--- src/rtl/jpeg_pkg.sv ---
// Shared JPEG core definitions: widths, zigzag order, Huffman table and FSM states.
// Used by both the core encoder and the decoder.
package jpeg_pkg;

  localparam int unsigned COEF_W = 8;
  localparam int unsigned CODE_W = 16;
  localparam int unsigned LEN_W  = 4;
  localparam int unsigned NCOEF  = 64;
  localparam int unsigned POS_W  = 7;

  localparam logic [7:0] KEY_EOB = 8'h00;
  localparam logic [7:0] KEY_ZRL = 8'hF0;

  typedef enum logic [1:0] {S_DC, S_AC, S_DRAIN, S_OUT} state_t;

  typedef struct packed {
    logic              valid;
    logic [LEN_W-1:0]  len;
    logic [CODE_W-1:0] code;
  } huff_ent_t;

  // Zigzag scan position -> natural (row-major) coefficient index
  localparam logic [5:0] ZIGZAG [NCOEF] = '{
    6'd0,  6'd1,  6'd8,  6'd16, 6'd9,  6'd2,  6'd3,  6'd10,
    6'd17, 6'd24, 6'd32, 6'd25, 6'd18, 6'd11, 6'd4,  6'd5,
    6'd12, 6'd19, 6'd26, 6'd33, 6'd40, 6'd48, 6'd41, 6'd34,
    6'd27, 6'd20, 6'd13, 6'd6,  6'd7,  6'd14, 6'd21, 6'd28,
    6'd35, 6'd42, 6'd49, 6'd56, 6'd57, 6'd50, 6'd43, 6'd36,
    6'd29, 6'd22, 6'd15, 6'd23, 6'd30, 6'd37, 6'd44, 6'd51,
    6'd58, 6'd59, 6'd52, 6'd45, 6'd38, 6'd31, 6'd39, 6'd46,
    6'd53, 6'd60, 6'd61, 6'd54, 6'd47, 6'd55, 6'd62, 6'd63
  };

  // Magnitude category: bits needed for |v|; -128 maps to 8
  function automatic logic [3:0] coef_size(input logic [COEF_W-1:0] v);
    logic [COEF_W:0] mag;
    logic [3:0]      sz;
    mag = v[COEF_W-1] ? -{1'b1, v} : {1'b0, v};
    sz  = 4'd0;
    for (int i = 0; i <= int'(COEF_W); i++) begin
      if (mag[i]) sz = 4'(i + 1);
    end
    return sz;
  endfunction

  // Code for key {run,size}: short codes for common keys, 15-bit escape otherwise
  function automatic huff_ent_t huff_entry(input logic [7:0] key);
    huff_ent_t e;
    e.valid = (key[3:0] != 4'd0) && (key[3:0] <= 4'(COEF_W));
    e.len   = 4'd15;
    e.code  = {1'b0, 7'h7F, key};
    case (key)
      KEY_EOB: e = '{valid: 1'b1, len: 4'd4,  code: 16'h000A};
      8'h01:   e = '{valid: 1'b1, len: 4'd2,  code: 16'h0000};
      8'h02:   e = '{valid: 1'b1, len: 4'd2,  code: 16'h0001};
      8'h03:   e = '{valid: 1'b1, len: 4'd3,  code: 16'h0003};
      8'h11:   e = '{valid: 1'b1, len: 4'd4,  code: 16'h000B};
      KEY_ZRL: e = '{valid: 1'b1, len: 4'd11, code: 16'h07F2};
      default: ;
    endcase
    return e;
  endfunction

endpackage

--- src/rtl/jpeg_huff_lookup.sv ---
// Combinational Huffman decode: exact (code,len) match against the shared table.
module jpeg_huff_lookup
  import jpeg_pkg::*;
(
  input  logic [CODE_W-1:0] code,
  input  logic [LEN_W-1:0]  len,
  output logic [3:0]        run,
  output logic [3:0]        size,
  output logic              hit
);

  huff_ent_t ent;

  // Reverse search over every {run,size} key; first match wins
  always_comb begin
    run  = 4'd0;
    size = 4'd0;
    hit  = 1'b0;
    ent  = '0;
    for (int k = 0; k < 256; k++) begin
      ent = huff_entry(8'(k));
      if (!hit && ent.valid && ent.code == code && ent.len == len) begin
        hit  = 1'b1;
        run  = 4'(k >> 4);
        size = 4'(k & 15);
      end
    end
  end

endmodule

--- src/rtl/jpeg_core_decoder.sv ---
// Symbol-stream decoder: rebuilds a 64-coefficient block in natural order,
// expanding zero runs and undoing zigzag, with a held valid/ready block output.
module jpeg_core_decoder
  import jpeg_pkg::*;
(
  input  logic                    clk,
  input  logic                    rst,
  input  logic [CODE_W-1:0]       sym_code,
  input  logic [LEN_W-1:0]        sym_len,
  input  logic [COEF_W-1:0]       sym_val,
  input  logic                    sym_valid,
  output logic                    sym_ready,
  output logic [NCOEF*COEF_W-1:0] pixel_block_flat,
  output logic                    block_valid,
  input  logic                    block_ready,
  output logic                    block_err,
  output logic                    overrun
);

  state_t           state, state_next;
  logic [POS_W-1:0] pos, pos_next;
  logic             err, err_next;
  logic             clr, wr_en;
  logic [5:0]       wr_idx;
  logic [3:0]       lk_run, lk_size;
  logic             lk_hit;
  logic [7:0]       key, tgt;
  logic             size_bad;

  jpeg_huff_lookup u_lookup (
    .code (sym_code),
    .len  (sym_len),
    .run  (lk_run),
    .size (lk_size),
    .hit  (lk_hit)
  );

  assign key      = {lk_run, lk_size};
  assign tgt      = 8'(pos) + 8'(lk_run);
  assign size_bad = lk_hit && (coef_size(sym_val) != lk_size);

  always_ff @(posedge clk or posedge rst) begin
    if (rst) state <= S_DC;
    else     state <= state_next;
  end

  // Next state plus block-write / position / error control
  always_comb begin
    state_next = state;
    pos_next   = pos;
    err_next   = err;
    clr        = 1'b0;
    wr_en      = 1'b0;
    wr_idx     = 6'd0;
    unique case (state)
      S_DC: if (sym_valid) begin
        clr = 1'b1;
        if (!lk_hit) begin
          err_next   = 1'b1;
          state_next = S_DRAIN;
        end else begin
          wr_en      = 1'b1;
          pos_next   = 7'd1;
          err_next   = err | size_bad;
          state_next = S_AC;
        end
      end
      S_AC: if (sym_valid) begin
        if (!lk_hit) begin
          err_next   = 1'b1;
          state_next = S_DRAIN;
        end else if (key == KEY_EOB) begin
          err_next   = err | size_bad;
          state_next = S_OUT;
        end else if (key == KEY_ZRL) begin
          if (8'(pos) + 8'd16 > 8'd64) begin
            err_next   = 1'b1;
            state_next = S_DRAIN;
          end else begin
            pos_next = pos + 7'd16;
            err_next = err | size_bad;
          end
        end else if (tgt > 8'd63) begin
          err_next   = 1'b1;
          state_next = S_DRAIN;
        end else begin
          wr_en    = 1'b1;
          wr_idx   = ZIGZAG[tgt[5:0]];
          pos_next = 7'(tgt + 8'd1);
          err_next = err | size_bad;
        end
      end
      S_DRAIN: if (sym_valid && lk_hit && key == KEY_EOB) state_next = S_OUT;
      S_OUT: if (block_ready) begin
        state_next = S_DC;
        err_next   = 1'b0;
        pos_next   = 7'd0;
      end
      default: state_next = S_DC;
    endcase
  end

  always_comb begin
    sym_ready   = 1'b1;
    block_valid = 1'b0;
    block_err   = 1'b0;
    if (state == S_OUT) begin
      sym_ready   = 1'b0;
      block_valid = 1'b1;
      block_err   = err;
    end
  end

  // Block register: DC clears the block, then the addressed byte overrides
  always_ff @(posedge clk or posedge rst) begin
    if (rst) begin
      pos              <= '0;
      err              <= 1'b0;
      overrun          <= 1'b0;
      pixel_block_flat <= '0;
    end else begin
      pos     <= pos_next;
      err     <= err_next;
      overrun <= sym_valid && !sym_ready;
      if (clr)   pixel_block_flat <= '0;
      if (wr_en) pixel_block_flat[{wr_idx, 3'b000} +: COEF_W] <= sym_val;
    end
  end

endmodule

--- config.mk ---
export PLATFORM = sky130hd
export DESIGN_NAME = jpeg_core_decoder
export DESIGN_NICKNAME = d
export VERILOG_FILES = /design/src/rtl/jpeg_pkg.sv /design/src/rtl/jpeg_huff_lookup.sv /design/src/rtl/jpeg_core_decoder.sv
export SDC_FILE = /design/constraint.sdc
export NUM_CORES = 1
export LEC_CHECK = 0
export CORE_ASPECT_RATIO = 0.8
export CORE_UTILIZATION = 47
export DETAILED_ROUTE_END_ITERATION = 6
export PLACE_DENSITY = 0.74
export RECOVER_POWER = 25
export SLEW_MARGIN = 25
export SYNTH_ARGS = -nofsm -noshare
export SYNTH_HDL_FRONTEND = slang
export SYNTH_HIERARCHICAL = 1
export SYNTH_SLANG_ARGS = --single-unit
export TNS_END_PERCENT = 5
--- constraint.sdc ---
create_clock -name clk -period 27.7 [get_ports clk]
set_input_delay 2.77 -clock clk [delete_from_list [all_inputs] [get_ports clk]]
set_output_delay 2.77 -clock clk [all_outputs]
set_load 0.02 [all_outputs]
# After elaboration in Yosys (flattened, before gate mapping)
# Memory sizes are Yosys's and may differ from the RTL's.
# Cells that the tools add are included.
[totals]
register_bits = 523
rom_bits = 384
in_bits = 32
out_inout_bits = 516
elab_cells = 1013
mem_count = 1
[classes]
addsub = 6
magnitude_cmp = 3
n_eq_ne = 150
n_shift = 2
mux = 445
n_bitwise = 2
reduce_logical = 399
[mem_list]
columns = ["memory", "words", "word_bits", "read_ports", "rd_ports_with_merged_regs", "write_ports", "line_no", "rtl"]
rows = [
  ["(name not given)", 64, 6, 1, 0, 0, "jpeg_core_decoder.sv:88", "wr_idx = ZIGZAG[tgt[5:0]];"],
]
[op_table]
columns = ["operator", "count"]
rows = [
  ["15-bit by 16-bit == test with 1-bit output (first input constant)", 124],
  ["512-bit 2-to-1 mux", 2],
  ["4-bit 2-to-1 mux", 255],
  ["512-bit bitwise mux", 1],
  ["8-bit by 11-bit variable shift with 512-bit output (first input constant)", 1],
  ["8-bit by 11-bit indexed part select with 512-bit output", 1],
  ["1-bit logical AND", 263],
  ["1-bit 2-to-1 mux", 154],
  ["1-bit zero test", 129],
  ["7-bit 2-to-1 mux", 9],
  ["6-bit 2-to-1 mux", 8],
  ["4-bit by 16-bit == test with 1-bit output (first input constant)", 2],
  ["2-bit 2-to-1 mux", 11],
  ["7-bit one-hot mux with 3 select lines", 1],
  ["1-bit by 16-bit == test with 1-bit output (first input constant)", 1],
  ["11-bit by 16-bit == test with 1-bit output (first input constant)", 1],
  ["2-bit by 16-bit == test with 1-bit output (first input constant)", 1],
  ["16-bit zero test", 1],
  ["2-bit != test (second input constant)", 7],
  ["9-bit negator with 11-bit output", 1],
  ["5-bit != test (second input constant)", 2],
  ["9-bit 2-to-1 mux", 1],
  ["9-bit negator", 1],
  ["9-bit AND reduction", 1],
  ["other kinds (25)", 29],
]

# Depth between registers and ports, before layout
# Gate-level depths: netlist of the first run.
[logic_depth]
ltp_word = 534
ltp_mapped = 35
mapped_depth_nobuf = 28

# By module
# The synthesis of the first run kept the hierarchy.
[modules_own_cells]
columns = ["mod", "n_inst", "cells_each", "area_each_um2", "seq_area_each_um2"]
rows = [
  ["jpeg_core_decoder", 1, 2425, 24509.8, 13087.6],
  ["jpeg_huff_lookup", 1, 272, 1610.3, 0.0],
]

# Least setup slack after synthesis of the first run
# No wires, ideal clock.
[synth_timing]
path_kind = "in2reg"
startpoint = "in sym_code[6]"
endpoint = "reg pixel_block_flat[134]"
setup_ns = 0.122
arrival_time_ns = 9.546
required_ns = 27.578
setup_slack_ns = 18.032
path_stages = 31
n_path_buf = 5
path_cell_list = "clkbuf_1 > or4_1 > or4_1 > buf_2 > a221oi_4 > nor2_1 > a41o_1 > a211oi_2 > o211ai_1 > fa_1 > inv_1 > ha_1 > buf_1 > nor2_1 > a2111oi_1 > a211oi_1 > a211oi_1 > nand3b_2 > nand2_1 > ha_1 > inv_1 > nand4_1 > or3_1 > o211a_1 > nor4b_1 > o21ai_1 > or3_1 > clkbuf_1 > buf_2 > nand3_1 > o21ai_1"
[synth_lines]
columns = ["element", "line_no", "rtl"]
rows = [
  ["from (decl)", "jpeg_core_decoder.sv:8", "input logic [CODE_W-1:0] sym_code,"],
  ["to (signal, indexed assignment)", "jpeg_core_decoder.sv:126", "if (wr_en) pixel_block_flat[{wr_idx, 3'b000} +: COEF_W] <= sym_val;"],
  ["to (decl)", "jpeg_core_decoder.sv:13", "output logic [NCOEF*COEF_W-1:0] pixel_block_flat,"],
]

==> results of run 1 <==
## cell type report
type	count	area, um2	share of cell area (%)
Inverter	35	132.6	0.3908
Sequential cell	523	13090	38.57
Tap cell	741	927.1	2.732
Clock buffer	76	1654	4.874
Multi-Input combinational cell	1921	12030	35.44
Timing Repair Buffer	585	5782	17.04
Clock inverter	21	322.8	0.9513
## worst max-delay path, stage by stage
cell	delay [ns]
dlygate4sd3_1	0.55
clkinvlp_2	2.27
clkbuf_1	6.20
## cell families after synthesis
| family | count (synthesis) | share of synthesized area, % |
|---|---|---|
| fa+ha+maj | 30 | 1.466 |
| flops | 523 | 50.11 |
| compound gates | 431 | 10.95 |
| simple gates | 1107 | 19.95 |
| mux | 334 | 12.80 |
| buf+inv | 253 | 4.086 |
| xor+xnor | 19 | 0.6371 |
## layer usage
metal | part of all wire, % | up-vias
li1 | - | 10260
met5 | 0 | -
met4 | 4.3 | 0
met3 | 8.7 | 242
met1 | 42 | 12010
met2 | 45 | 1097
## metrics by stage
stage	hold slack [ns]	std cells	power (uW)	utilization, %
4_1_cts	0.5087	3899	1840	62.29
6_report	0.5099	3902	1845	62.39
3_5_place_dp	0.4944	3802	1044	58.66
3_3_place_gp	0.4817	3802	1044	58.64
2_1_floorplan	0.4972	2697	969.5	-
5_1_grt	0.5249	3902	1899	62.39
## registers in the layout (all words and copies together) (netlist names)
name	count
state	2
pixel_block_flat	512
pos	7
err	1
overrun	1
## power groups by stage
stage               Sequential, uW  Combinational (uW)  Clock, uW
floorplan                      786                 183          0
global placement               786                 258          0
detailed placement             786                 257          0
CTS                            772                 258        809
global route                   773                 289        838
finish                         772                 269        804
## cells in the final DEF (no fill, tap or decap), drive strengths merged, types with 8 or more instances in the layout
| cell | netlist | routed |
|---|---|---|
| nand2 | 630 | 630 |
| clkdlybuf4s50 | 0 | 536 |
| dfrtp | 523 | 523 |
| mux2i | 333 | 333 |
| nand3 | 214 | 214 |
| o21ai | 213 | 213 |
| clkbuf | 138 | 79 |
| nor2 | 74 | 74 |
| a21oi | 45 | 45 |
| buf | 80 | 43 |
| nor3 | 34 | 34 |
| inv | 31 | 33 |
| ha | 29 | 29 |
| and2 | 28 | 28 |
| nor2b | 22 | 22 |
| nand4 | 20 | 20 |
| o211ai | 16 | 16 |
| xnor2 | 15 | 15 |
| a31oi | 15 | 15 |
| nand2b | 13 | 13 |
| a211oi | 13 | 13 |
| clkinv | 4 | 13 |
| or3 | 11 | 11 |
| o31ai | 11 | 11 |
| o22ai | 10 | 10 |
| nor4 | 9 | 9 |
| o311ai | 9 | 9 |
| a2111oi | 8 | 8 |
## path summary, 6_finish.rpt
kind / from / end / slack, ns / cells past startpoint
min in group asynchronous: rst / pixel_block_flat[244] / 3.83 / 2
max reg2reg: pos[0] / pixel_block_flat[100] / 20.86 / 16
min: pixel_block_flat[364] / pixel_block_flat[364] / 0.51 / 2
max in group clk: sym_code[1] / pixel_block_flat[100] / 15.95 / 23
min reg2reg: pixel_block_flat[364] / pixel_block_flat[364] / 0.51 / 2
max: rst / pixel_block_flat[298] / 14.06 / 3
==> results.json, run 1 <==
{
  "avgViaCountPerCell": 6.050,
  "grt_use_met3_pct": 8.592,
  "start_util_pct": 48.02,
  "yosysWarnings": 6,
  "async_reset_ff_share_pct": 100.0,
  "cp.arrival_ns": 12.17,
  "synth_area_per_cell_um2": 9.685,
  "fill_cells": 4476,
  "cts_tree": "yes",
  "synth_edf_count": 0,
  "synth_seq_cells": 523,
  "drive_above_1_share_pct": 7.181,
  "yosys.area.top_type": "dfrtp_1",
  "irDropWorstVdd_mv": 0.04972,
  "hold_class": "reg -> reg",
  "grt-ovfl-total": 0,
  "relSlewSlack_pct": -483.0,
  "antenna_found_initial": 0,
  "rsz0062_at_grt": "false",
  "max_freq_mhz": 73.31,
  "status": "finished, violations left",
  "place_hpwl_um": 70110,
  "synth_top_area_share_pct": 50.11,
  "cap_violations": 4,
  "ctsResizeCount": 0,
  "crit_type": "in -> async",
  "grt_use_met1_pct": 47.53,
  "sequentialPowerShare_pct": 41.9,
  "met2_usage_pct": 54.21,
  "place.port_buffers": 547,
  "drt_pass1_iterations": 6,
  "netlist_area_um2": 26120,
  "core_area_um2": 54390,
  "yosysUniqueCellTypes": 101,
  "drc": 0,
  "n_antenna_cell": 0,
  "wl_per_cell_um": 26.02,
  "violations": "capacitance limit, slew limit",
  "path_max_fanout": 164,
  "period_share_pct": 49.25,
  "grt_use_total_pct": 35.04,
  "ys_seq_area_share_pct": 50.11,
  "die_area_um2": 56530,
  "finalHoldViolCount": 0,
  "grt_busiest_layer": "met2",
  "syn-num-nets": 2759,
  "worst_clock_skew_ns": 0.01322,
  "rows": 76,
  "power_frac_comb_pct": 14.6,
  "routed_wirelength_um": 101500,
  "cts_buffers": 53,
  "clock_path_buffers": 3,
  "clock-root-buffer": "clkbuf_16",
  "hold_buffers": 0,
  "finalCriticalPeriod_ns": 13.64,
  "die_h_um": 212.9,
  "swShare_pct": 28.84,
  "syn_inst": 2697,
  "drtAntennaViolNets": 0,
  "finalWorstSetupSlack_ns": 14.06,
  "insertion_delay_ns": 0.61,
  "htree_levels": 2,
  "cellLeakagePower_uw": 0.01494,
  "io_pins": 548,
  "yosysMostFrequentCell": "nand2_1",
  "synthTopCellsByArea": "dfrtp_1 50%, mux2i_1 13%, nand2_1 8.8%",
  "crit_required_ns": 26.22,
  "slew_viol_final": 397,
  "power_switching_uw": 532.0,
  "p_per_area_nw_per_um2": 54.37,
  "end_kind": "async pin",
  "drtIter0Drc": 2668,
  "post-place-ws_ns": 15.55,
  "tns_ns": 0,
  "finalSetupViolCount": 0,
  "synth_commonest_cells": "611 x nand2_1, 523 x dfrtp_1, 333 x mux2i_1",
  "clk_pin_slew_ns": 0.06,
  "synthFlopType": "dfrtp_1",
  "grt_max_degree": 243,
  "cts.sinks": 523,
  "grt_pass1_vias": 23060,
  "tightest_slew_ns": 8.745,
  "internal_power_uw": 1313,
  "cp-start-kind": "primary input",
  "post_cts_buffers": 0,
  "gp_congestion": 0.9365,
  "final_nets": 3181,
  "postLayoutCellArea_um2": 33930,
  "grt_first_pass_wirelength_um": 149500,
  "die_w_um": 265.6,
  "area_delta_synth_final_pct": 29.91,
  "vias": 23610,
  "place_area_um2": 31900,
  "pwr-share-clk_pct": 43.6
}
No activity file was read; power rests on OpenSTA's default activity.
==> run 2, diff against run 1 <==
==> constraint.sdc (replaced) <==
create_clock -name clk -period 14.15 [get_ports clk]
set_input_delay 1.415 -clock clk [delete_from_list [all_inputs] [get_ports clk]]
set_output_delay 1.415 -clock clk [all_outputs]
set_load 0.02 [all_outputs]
==> run 2 against run 1 <==
The run still ends with capacitance limit, slew limit left. Via count is 0.76% lower. Final cell count decreased by 0.21%. Sequential cell count unchanged. Wire length shrank 3.1%. Critical path type is now in -> reg. Largest cell class unchanged. Largest power group is now registers.
==> results.json, run 2 (synthesis gave the netlist of run 1 again) <==
{
  "cellLeakagePower_uw": 0.01563,
  "grt_use_total_pct": 34.03,
  "cp-start-kind": "primary input",
  "largest_reg_flops": 512,
  "vias": 23430,
  "wl_per_cell_um": 25.27,
  "finalSetupViolCount": 0,
  "route.met2.wl_um": 44510,
  "drc": 0,
  "die_w_um": 265.6,
  "place.port_buffers": 547,
  "n_antenna_cell": 0,
  "met1_length_um": 40520,
  "final_nets": 3175,
  "r2r_slack_ns": 7.22,
  "irDropWorstVdd_mv": 0.1153,
  "period_share_pct": 74.36,
  "postLayoutCellArea_um2": 33700,
  "avgViaCountPerCell": 6.016,
  "tightest_slew_ns": 4.242,
  "rsz0062_at_grt": "false",
  "clock-root-buffer": "clkbuf_16",
  "crit_required_ns": 14.62,
  "slew_viol_final": 133,
  "cp.arrival_ns": 10.99,
  "maxUsedRoutingLayer": "met4",
  "antenna_found_initial": 1,
  "clk_pin_slew_ns": 0.07,
  "cap_violations": 2,
  "grt-ovfl-total": 0,
  "die_area_um2": 56530,
  "relSlewSlack_pct": -182.8,
  "violations": "capacitance limit, slew limit",
  "drive_above_1_share_pct": 6.787,
  "htree_levels": 2,
  "final_cell_mix": "610 x nand2_1, 523 x dfrtp_1, 333 x mux2i_1",
  "worst_clock_skew_ns": 0.01479,
  "drtAntennaViolNets": 0,
  "start_util_pct": 48.02,
  "grt_pass1_vias": 22500,
  "crit_type": "in -> reg",
  "gp_congestion": 0.9374,
  "path_max_fanout": 22,
  "io_pins": 548,
  "drtIter0Drc": 2586,
  "tns_ns": 0,
  "routed_wirelength_um": 98400,
  "layout_commonest_cell": "nand2_1",
  "max_freq_mhz": 95.04,
  "finalHoldViolCount": 0,
  "finalCriticalPeriod_ns": 10.52,
  "cts_tree": "yes",
  "core_area_um2": 54390,
  "place_hpwl_um": 68140,
  "area_delta_synth_final_pct": 29.03,
  "status": "finished, violations left",
  "top_register": "pixel_block_flat",
  "insertion_delay_ns": 0.61,
  "hold_buffers": 0,
  "cts.sinks": 523,
  "rows": 76,
  "die_h_um": 212.9,
  "grt_max_degree": 233,
  "cts_buffers": 51,
  "grt_first_pass_wirelength_um": 145300,
  "end_kind": "register",
  "place_area_um2": 31900,
  "post_cts_buffers": 0,
  "drt_pass1_iterations": 6,
  "clock_path_buffers": 3,
  "p_per_area_nw_per_um2": 103.7,
  "ctsResizeCount": 0,
  "hold_class": "reg -> reg",
  "reg.largest.list": "pixel_block_flat: 512 flops, pos: 7 flops, state: 2 flops",
  "wl_met3_um": 9259
}
[run 2: changes by cell type in the layout (fill, tap and decap cells not counted), sizes merged]
cell,change
clkinvlp,+3
inv,-1
clkbuf,-11
dlygate4sd3,+228
clkinv,+4
buf,-3
clkdlybuf4s50,-228
[run 2: stage by stage]
stage          setup slack, ns  total power [uW]  hold WS [ns]  util (%)  std cells
2_1_floorplan            5.629              1898        0.4972         -       2697
3_3_place_gp             3.391              2038        0.4847     58.64       3801
3_5_place_dp             3.117              2040        0.4917     58.65       3801
4_1_cts                  3.752              3500        0.5059     61.96       3894
5_1_grt                  3.078              3605        0.5325     61.96       3894
6_report                 3.628              3496        0.5053     61.96       3894
[run 2: per-layer routing]
metal  vias to the layer above  GRT usage, %
li1                      10250             -
met1                     11810         46.13
met2                      1154         52.75
met3                       215         8.488
met4                         0         13.00
met5                         -             0
[run 2: worst paths after layout]
| path | start | endpoint | cells past startpoint |
|---|---|---|---|
| worst max-delay path | sym_code[0] | pixel_block_flat[373] | 26 |
| worst min-delay path | pixel_block_flat[366] | pixel_block_flat[366] | 2 |
| worst max register to register | pos[0] | pixel_block_flat[373] | 19 |
| worst min register to register | pixel_block_flat[366] | pixel_block_flat[366] | 2 |
| max in group asynchronous | rst | pixel_block_flat[398] | 3 |
| min in group asynchronous | rst | pixel_block_flat[104] | 2 |
[run 2: final cells by class]
class / instances / area [um2]
multi-input combinational: 1921 / 12030
timing repair buffer: 581 / 5724
clock inverter: 27 / 377.9
clock buffer: 66 / 1424
sequential: 523 / 13090
fill: 4426 / 20690
inverter: 35 / 132.6
tap: 741 / 927.1
[run 2: where the power goes]
part / leakage [uW] / switching [uW] / total (uW) / internal, uW
registers: 0.00730 / 8.36 / 1510 / 1500
clock network: 0.000872 / 628 / 1470 / 846
logic: 0.00746 / 394 / 511 / 117
[run 2: critical path, stage by stage]
cell and delay (ns):
clkdlybuf4s50_1 0.82, nor4b_1 1.00, a21oi_1 0.35, o32ai_1 0.33
nand2_1 0.11, a41o_1 0.30, a211oi_2 0.25, o211ai_1 0.24
fa_1 0.83, inv_1 0.23, ha_1 0.49, nor2_1 0.10
a2111oi_1 0.37, a211oi_1 0.09, a211oi_1 0.27, nand3b_2 0.28
nand2_1 0.20, ha_1 0.30, inv_1 0.13, nand4_1 0.11
or3_1 0.33, o211a_1 0.42, nor2b_1 0.76, nand4_1 0.80
nand3_1 0.32, o21ai_1 0.09
